[config.mk]
export PLATFORM = sky130hd
export DESIGN_NAME = l2_req_sched
export DESIGN_NICKNAME = d
export VERILOG_FILES = /design/src/rtl/l2_sched_pkg.sv /design/src/rtl/l2_sched_pick.sv /design/src/rtl/l2_req_sched.sv
export SDC_FILE = /design/constraint.sdc
export NUM_CORES = 1
export LEC_CHECK = 0
export ABC_AREA = 1
export CORE_ASPECT_RATIO = 1.25
export CORE_UTILIZATION = 29
export DETAILED_ROUTE_END_ITERATION = 8
export MAX_ROUTING_LAYER = met4
export PLACE_DENSITY = 0.43
export SYNTH_ARGS = -nofsm -noshare
export SYNTH_HDL_FRONTEND = slang
export SYNTH_SLANG_ARGS = --single-unit
[constraint.sdc]
create_clock -name clk -period 11 [get_ports clk]
set_clock_uncertainty 0.1 [all_clocks]
set_input_delay 1.65 -clock clk [delete_from_list [all_inputs] [get_ports clk]]
set_output_delay 1.65 -clock clk [all_outputs]
set_load 0.03 [all_outputs]
[src/rtl/l2_sched_pkg.sv]
// Shared definitions for L2 request schedulers: width helpers, stream id type, FSM states.
package l2_sched_pkg;

    // Stream id width. A single stream still gets a 1-bit id so the port stays legal.
    function automatic int unsigned sw_width(input int unsigned ways);
        return (ways > 1) ? $clog2(ways) : 1;
    endfunction

    // Fill-level width. It must hold 0..cap inclusive.
    function automatic int unsigned lw_width(input int unsigned cap);
        return $clog2(cap + 1);
    endfunction

    // Outstanding-count width. It must hold 0..max_out inclusive.
    function automatic int unsigned ow_width(input int unsigned max_out);
        return $clog2(max_out + 1);
    endfunction

    localparam int unsigned DefWays = 16;

    typedef logic [$clog2(DefWays)-1:0] sid_t;

    // Scheduler FSM states. Kept as plain constants so older schedulers can share them.
    typedef logic [0:0] sched_state_t;
    localparam sched_state_t StIdle  = 1'b0;
    localparam sched_state_t StOffer = 1'b1;

endpackage

[src/rtl/l2_sched_pick.sv]
// Combinational picker: smallest key among eligible streams; ties go to the first stream
// at or after rr_ptr. The streams are rotated so rr_ptr sits at position 0, then a binary
// comparator tree reduces them. On equal keys the lower rotated position wins.
module l2_sched_pick import l2_sched_pkg::*; #(
    parameter int unsigned WAYS = 16,
    parameter int unsigned KW   = 6,
    parameter int unsigned SW   = sw_width(WAYS)
) (
    input  logic [WAYS-1:0]    elig,
    input  logic [WAYS*KW-1:0] keys,
    input  logic [SW-1:0]      rr_ptr,
    output logic               any,
    output logic [SW-1:0]      winner
);

    // Heap-indexed comparator tree. Leaves are at WAYS..2*WAYS-1 and the root is node 1.
    always_comb begin : p_tree
        logic          nv [2*WAYS];
        logic [KW-1:0] nk [2*WAYS];
        logic [SW-1:0] np [2*WAYS];
        logic [SW-1:0] idx;
        logic          take_r;
        for (int n = 0; n < 2 * WAYS; n++) begin
            nv[n] = 1'b0;
            nk[n] = '0;
            np[n] = '0;
        end
        idx    = '0;
        take_r = 1'b0;
        for (int j = 0; j < WAYS; j++) begin
            idx            = rr_ptr + SW'(j);
            nv[WAYS + j]   = elig[idx];
            nk[WAYS + j]   = keys[idx*KW +: KW];
            np[WAYS + j]   = SW'(j);
        end
        for (int n = WAYS - 1; n >= 1; n--) begin
            take_r = nv[2*n+1] && (!nv[2*n] || (nk[2*n+1] < nk[2*n]));
            nv[n]  = nv[2*n] || nv[2*n+1];
            nk[n]  = take_r ? nk[2*n+1] : nk[2*n];
            np[n]  = take_r ? np[2*n+1] : np[2*n];
        end
        any    = nv[1];
        winner = rr_ptr + np[1];
    end

endmodule

[src/rtl/l2_req_sched.sv]
// Fill-aware L2 line request scheduler. It tracks outstanding requests per stream and offers
// the eligible stream with the fewest committed lines over a registered valid/ready handshake.
module l2_req_sched import l2_sched_pkg::*; #(
    parameter int unsigned WAYS    = 16,
    parameter int unsigned MAX_OUT = 8,
    parameter int unsigned CAP     = 16,
    parameter int unsigned SW      = sw_width(WAYS),
    parameter int unsigned LW      = lw_width(CAP),
    parameter int unsigned OW      = ow_width(MAX_OUT)
) (
    input  logic               clk,
    input  logic               reset,
    input  logic [WAYS-1:0]    i_req_v,
    output logic [WAYS-1:0]    i_req_r,
    input  logic [WAYS*LW-1:0] i_lvl,
    output logic               o_req_v,
    input  logic               o_req_r,
    output logic [SW-1:0]      o_req_sel,
    input  logic               i_cmp_v,
    input  logic [SW-1:0]      i_cmp_sel,
    output logic               o_err
);

    // One extra bit on both sums, so a committed count can never wrap.
    localparam int unsigned KW = LW + 1;
    localparam int unsigned EW = OW + 1;

    sched_state_t     state_q, state_d;
    logic [SW-1:0]    sel_q, sel_d;
    logic [SW-1:0]    rr_q, rr_d;
    logic [OW-1:0]    out_q [WAYS];
    logic [OW-1:0]    out_d [WAYS];
    logic             err_q, err_d;

    logic [EW-1:0]    eff [WAYS];
    logic [WAYS*KW-1:0] fill;
    logic [WAYS-1:0]  elig;
    logic             any;
    logic [SW-1:0]    winner;
    logic             issue;

    assign o_req_v   = (state_q == StOffer);
    assign o_req_sel = sel_q;
    assign o_err     = err_q;
    assign issue     = o_req_v && o_req_r;

    // Effective count, fill key and eligibility per stream. The offered request counts as issued.
    always_comb begin
        logic [KW-1:0] f;
        f = '0;
        for (int k = 0; k < WAYS; k++) begin
            eff[k] = EW'(out_q[k]) + EW'(o_req_v && (sel_q == SW'(k)));
            f      = KW'(i_lvl[k*LW +: LW]) + KW'(eff[k]);
            fill[k*KW +: KW] = f;
            elig[k] = i_req_v[k] && (eff[k] < EW'(MAX_OUT)) && (f < KW'(CAP));
        end
    end

    l2_sched_pick #(
        .WAYS (WAYS),
        .KW   (KW),
        .SW   (SW)
    ) u_pick (
        .elig   (elig),
        .keys   (fill),
        .rr_ptr (rr_q),
        .any    (any),
        .winner (winner)
    );

    // One-hot grant pulse for the stream whose offer is accepted this cycle.
    always_comb begin
        for (int k = 0; k < WAYS; k++) begin
            i_req_r[k] = issue && (sel_q == SW'(k));
        end
    end

    // Offer FSM. A new winner is loaded from idle, or on the cycle the current offer is accepted.
    always_comb begin
        state_d = state_q;
        sel_d   = sel_q;
        rr_d    = rr_q;
        case (state_q)
            StIdle: begin
                if (any) begin
                    state_d = StOffer;
                    sel_d   = winner;
                    rr_d    = winner + SW'(1);
                end
            end
            StOffer: begin
                if (o_req_r) begin
                    if (any) begin
                        sel_d = winner;
                        rr_d  = winner + SW'(1);
                    end else begin
                        state_d = StIdle;
                    end
                end
            end
            default: state_d = StIdle;
        endcase
    end

    // Outstanding counters. An issue and a completion in the same cycle cancel out. A stray
    // completion leaves the count at zero and sets the sticky error flag.
    always_comb begin
        logic inc, dec;
        inc   = 1'b0;
        dec   = 1'b0;
        err_d = err_q;
        for (int k = 0; k < WAYS; k++) begin
            inc      = issue && (sel_q == SW'(k));
            dec      = i_cmp_v && (i_cmp_sel == SW'(k));
            out_d[k] = out_q[k];
            if (inc && !dec) begin
                out_d[k] = out_q[k] + OW'(1);
            end else if (dec && !inc) begin
                if (out_q[k] == '0) begin
                    err_d = 1'b1;
                end else begin
                    out_d[k] = out_q[k] - OW'(1);
                end
            end
        end
    end

    // State registers. Reset drops any pending offer at once.
    always_ff @(posedge clk or negedge reset) begin
        if (!reset) begin
            state_q <= StIdle;
            sel_q   <= '0;
            rr_q    <= '0;
            err_q   <= 1'b0;
            for (int k = 0; k < WAYS; k++) begin
                out_q[k] <= '0;
            end
        end else begin
            state_q <= state_d;
            sel_q   <= sel_d;
            rr_q    <= rr_d;
            err_q   <= err_d;
            for (int k = 0; k < WAYS; k++) begin
                out_q[k] <= out_d[k];
            end
        end
    end

endmodule
==> results_dict.tcl <==
set metrics [dict create \
    syn_nets 3318 \
    outcome "finished, final reports clean" \
    drt_iter0_drc 1341 \
    yosysTopAreaCell "ha_1" \
    synth-xor-area-share 0.0536 \
    grt_pass1_wl_mm 117 \
    hp-class "reg -> reg" \
    netlist_top_cells_area "ha_1 (18%), nand2_1 (18%), dfrtp_1 (11%)" \
    grt_antenna_before_repair 1 \
    synth-edff-count 0 \
    cp_common_cell "nand2_1" \
    num_rows 100 \
    clock-sinks 74 \
    drive_above_1_share 0.0772 \
    setup_viol 0 \
    fin_util 0.352 \
    synth_top_family_by_area "simple AND/OR/NAND/NOR gates" \
    seq_area_frac_synth 0.105 \
    synth-async-reset-ratio 1.00 \
    antenna_left 0 \
    area_growth_pct 19.3 \
    syn_inst 2923 \
    dp_hpwl_mm 67.5 \
    dieArea_sq_um 61800 \
    postSynthAreaPerCell_sq_um 6.03 \
    synth-main-ff-cell "dfrtp_1" \
    timing.final.crit_share 0.920 \
    overflow 0 \
    worstPathArrival_ns 10.27 \
    coreArea_sq_um 59800 \
    syn_area_sq_um 17600 \
    cts_buffer_depth 2 \
    synth_compound_area_frac 0.165 \
    cp-start-kind "input pin" \
    slowest_delay_ns 0.49 \
    fin_cells 3886 \
    avgViaCountPerCell 5.12 \
    slowest_stage "fa_1" \
    synthSimpleGateAreaFrac 0.347 \
    path_clk_slew_ns 0.07 \
    fin_crit_ns 10.12 \
    initial_core_util 0.295 \
    synth_top_cell_area_share 0.183 \
    synthMuxAreaShare 0.00745 \
    synth_seq_cells 74 \
    die_h_microns 278 \
    cts_made_buffers 9 \
    hold_viol 0 \
    slew_headroom 0.301 \
    clockRootBuffer "clkbuf_16" \
    setup_tns_ns 0 \
    drt-pass1-iter-count 5 \
    port_buffers 125 \
    wl_per_cell_microns 20.1 \
    fp.dieW_microns 222 \
    drt-total-wl_mm 77.9 \
    grt_max_degree 62 \
    fillers 6635 \
    drc 0 \
    gp_congestion 1.04 \
    drv_cap 0 \
    fmax_ghz 0.0988 \
    criticalPathCategory "in -> reg" \
    cts_tree "built" \
    ys_warn_count 0 \
    cp-end-kind "flip-flop" \
    insertion_delay_ns 0.39 \
    rsz0062_at_grt "false" \
    dp_cells 3866 \
    synth_cell_types 47 \
    h-tree-depth 3 \
    required_ns 11.15 \
    io_pins 126 \
    worst_pin_slew_ns 1.04 \
    grt_use_total 0.261 \
    num-nets-final 3510 \
    via_count 19900 \
    slew_violations 0 \
    synthAdderAreaFrac 0.221 \
    critPathMaxFanout 7 \
    grt_pass1_vias 19100 \
]
kinds of logic (layout without fill, tap and decap cells):
| family | after synthesis | in the layout |
|---|---|---|
| adder cells (fa/ha/maj) | 291 | 291 |
| buffers and inverters | 455 | 652 |
| flip-flops | 74 | 74 |
| AO/OA/AOI/OAI | 538 | 538 |
| XOR/XNOR | 107 | 107 |
| multiplexers | 13 | 13 |
| AND/OR/NAND/NOR | 1445 | 1445 |
| other | 0 | 1 |
repair_timing:
item	4_1_cts	5_1_grt
setup endpoints to repair	0	8
gates resized for setup	0	62
setup buffers	0	3
hold buffers	0	0
layer usage:
| layer | GRT usage | routed length, microns | vias up | part of all wire |
|---|---|---|---|---|
| met2 | 0.433 | 36500 | 424 | 0.47 |
| met3 | 0.0186 | 2300 | 107 | 0.030 |
| met1 | 0.311 | 34100 | 9292 | 0.44 |
| li1 | - | - | 10100 | - |
| met5 | - | 0 | - | 0 |
| met4 | 0.149 | 5060 | 0 | 0.065 |
worst paths after layout:
| path | startpoint | endpoint | slack (ns) | depth (start not counted) |
|---|---|---|---|---|
| worst max register to register | o_req_sel[0] | rr_q[2] | 0.99 | 63 |
| max in group asynchronous | reset | out_q[16] | 8.57 | 2 |
| worst min register to register | out_q[39] | out_q[39] | 0.44 | 1 |
| min in group asynchronous | reset | out_q[2] | 1.05 | 1 |
| worst min-delay path | out_q[39] | out_q[39] | 0.44 | 1 |
| worst max-delay path | i_lvl[5] | rr_q[2] | 0.88 | 59 |
final cells by class:
cell class                 count  area, sq um  area share
antenna                        1         2.50    0.000119
clock buffer                  10          229      0.0109
clock inverter                 6          138     0.00655
inverter                     360         1360      0.0647
multi-input combinational   2394        14100       0.670
sequential                    74         1860      0.0885
tap                          765          957      0.0455
timing repair buffer         276         2390       0.114
Yosys cell counts, types with 3 or more instances:
cell      number
and3_1         3
xnor2_1       26
or2_2         10
a211oi_1      19
buf_2         14
and2_1         3
a311oi_1       3
nand3_1      352
a21boi_1       3
mux2i_1       12
nor2_1       155
nor4_1         8
ha_1         258
a21o_1        23
fa_1          33
a31oi_1       25
o211ai_1       3
dfrtp_1       74
o21ai_1       11
nand2_1      846
nor3_1        13
clkbuf_1      44
buf_1         24
xor2_1        80
a21oi_1      100
inv_2          8
nand3b_1       9
buf_6          5
inv_1        351
nand4_1       30
o21ai_0      339
nand3_2        3
nand2_2        9
buf_4          7
o21a_1         5
cell usage in the layout, fill, tap and decap left out, types with 4 or more instances in the layout:
master,n
buf_4,151
o21ai_0,310
o21a_1,5
xor2_1,79
xnor2_1,23
a21oi_2,4
clkdlybuf4s50_1,124
mux2i_1,12
fa_1,33
ha_1,258
nor2_1,152
nand4_1,30
inv_2,15
inv_1,342
a21o_1,23
a31oi_1,24
nand3b_1,9
or2_2,10
bufinv_16,4
nand3_1,350
dfrtp_2,4
nor4_1,8
dfrtp_1,69
a21oi_1,98
o21ai_2,5
a211oi_1,19
nor3_1,10
nand3_2,5
clkbuf_16,9
o21ai_1,35
nand2_2,11
nand2_1,844
critical path: cells and delay by family:
| kind | cells | cell delay (ns) |
|---|---|---|
| xor+xnor | 1 | 0.16 |
| compound gates | 13 | 2.43 |
| fa+ha+maj | 9 | 2.86 |
| buf+inv | 8 | 1.19 |
| simple gates | 28 | 1.95 |
stage by stage:
| step | hold WS, ns | cell area [sq um] | worst slack [ns] |
|---|---|---|---|
| after floorplan | 0.403 | 17600 | 1.28 |
| after global routing | 0.469 | 21000 | 0.0115 |
| after global placement | 0.428 | 20500 | 0.267 |
| final | 0.442 | 21000 | 0.881 |
| after detailed placement | 0.438 | 20500 | 0.172 |
| after CTS | 0.447 | 20900 | 0.403 |
flip-flops by register name (all words and copies together), names as in the netlist:
| register | cells |
|---|---|
| out_q | 64 |
| o_req_sel | 4 |
| rr_q | 4 |
| o_err | 1 |
| o_req_v | 1 |
Power is not shown: default switching activity piles up to over one toggle a cycle in this logic, so the estimate is an artifact.
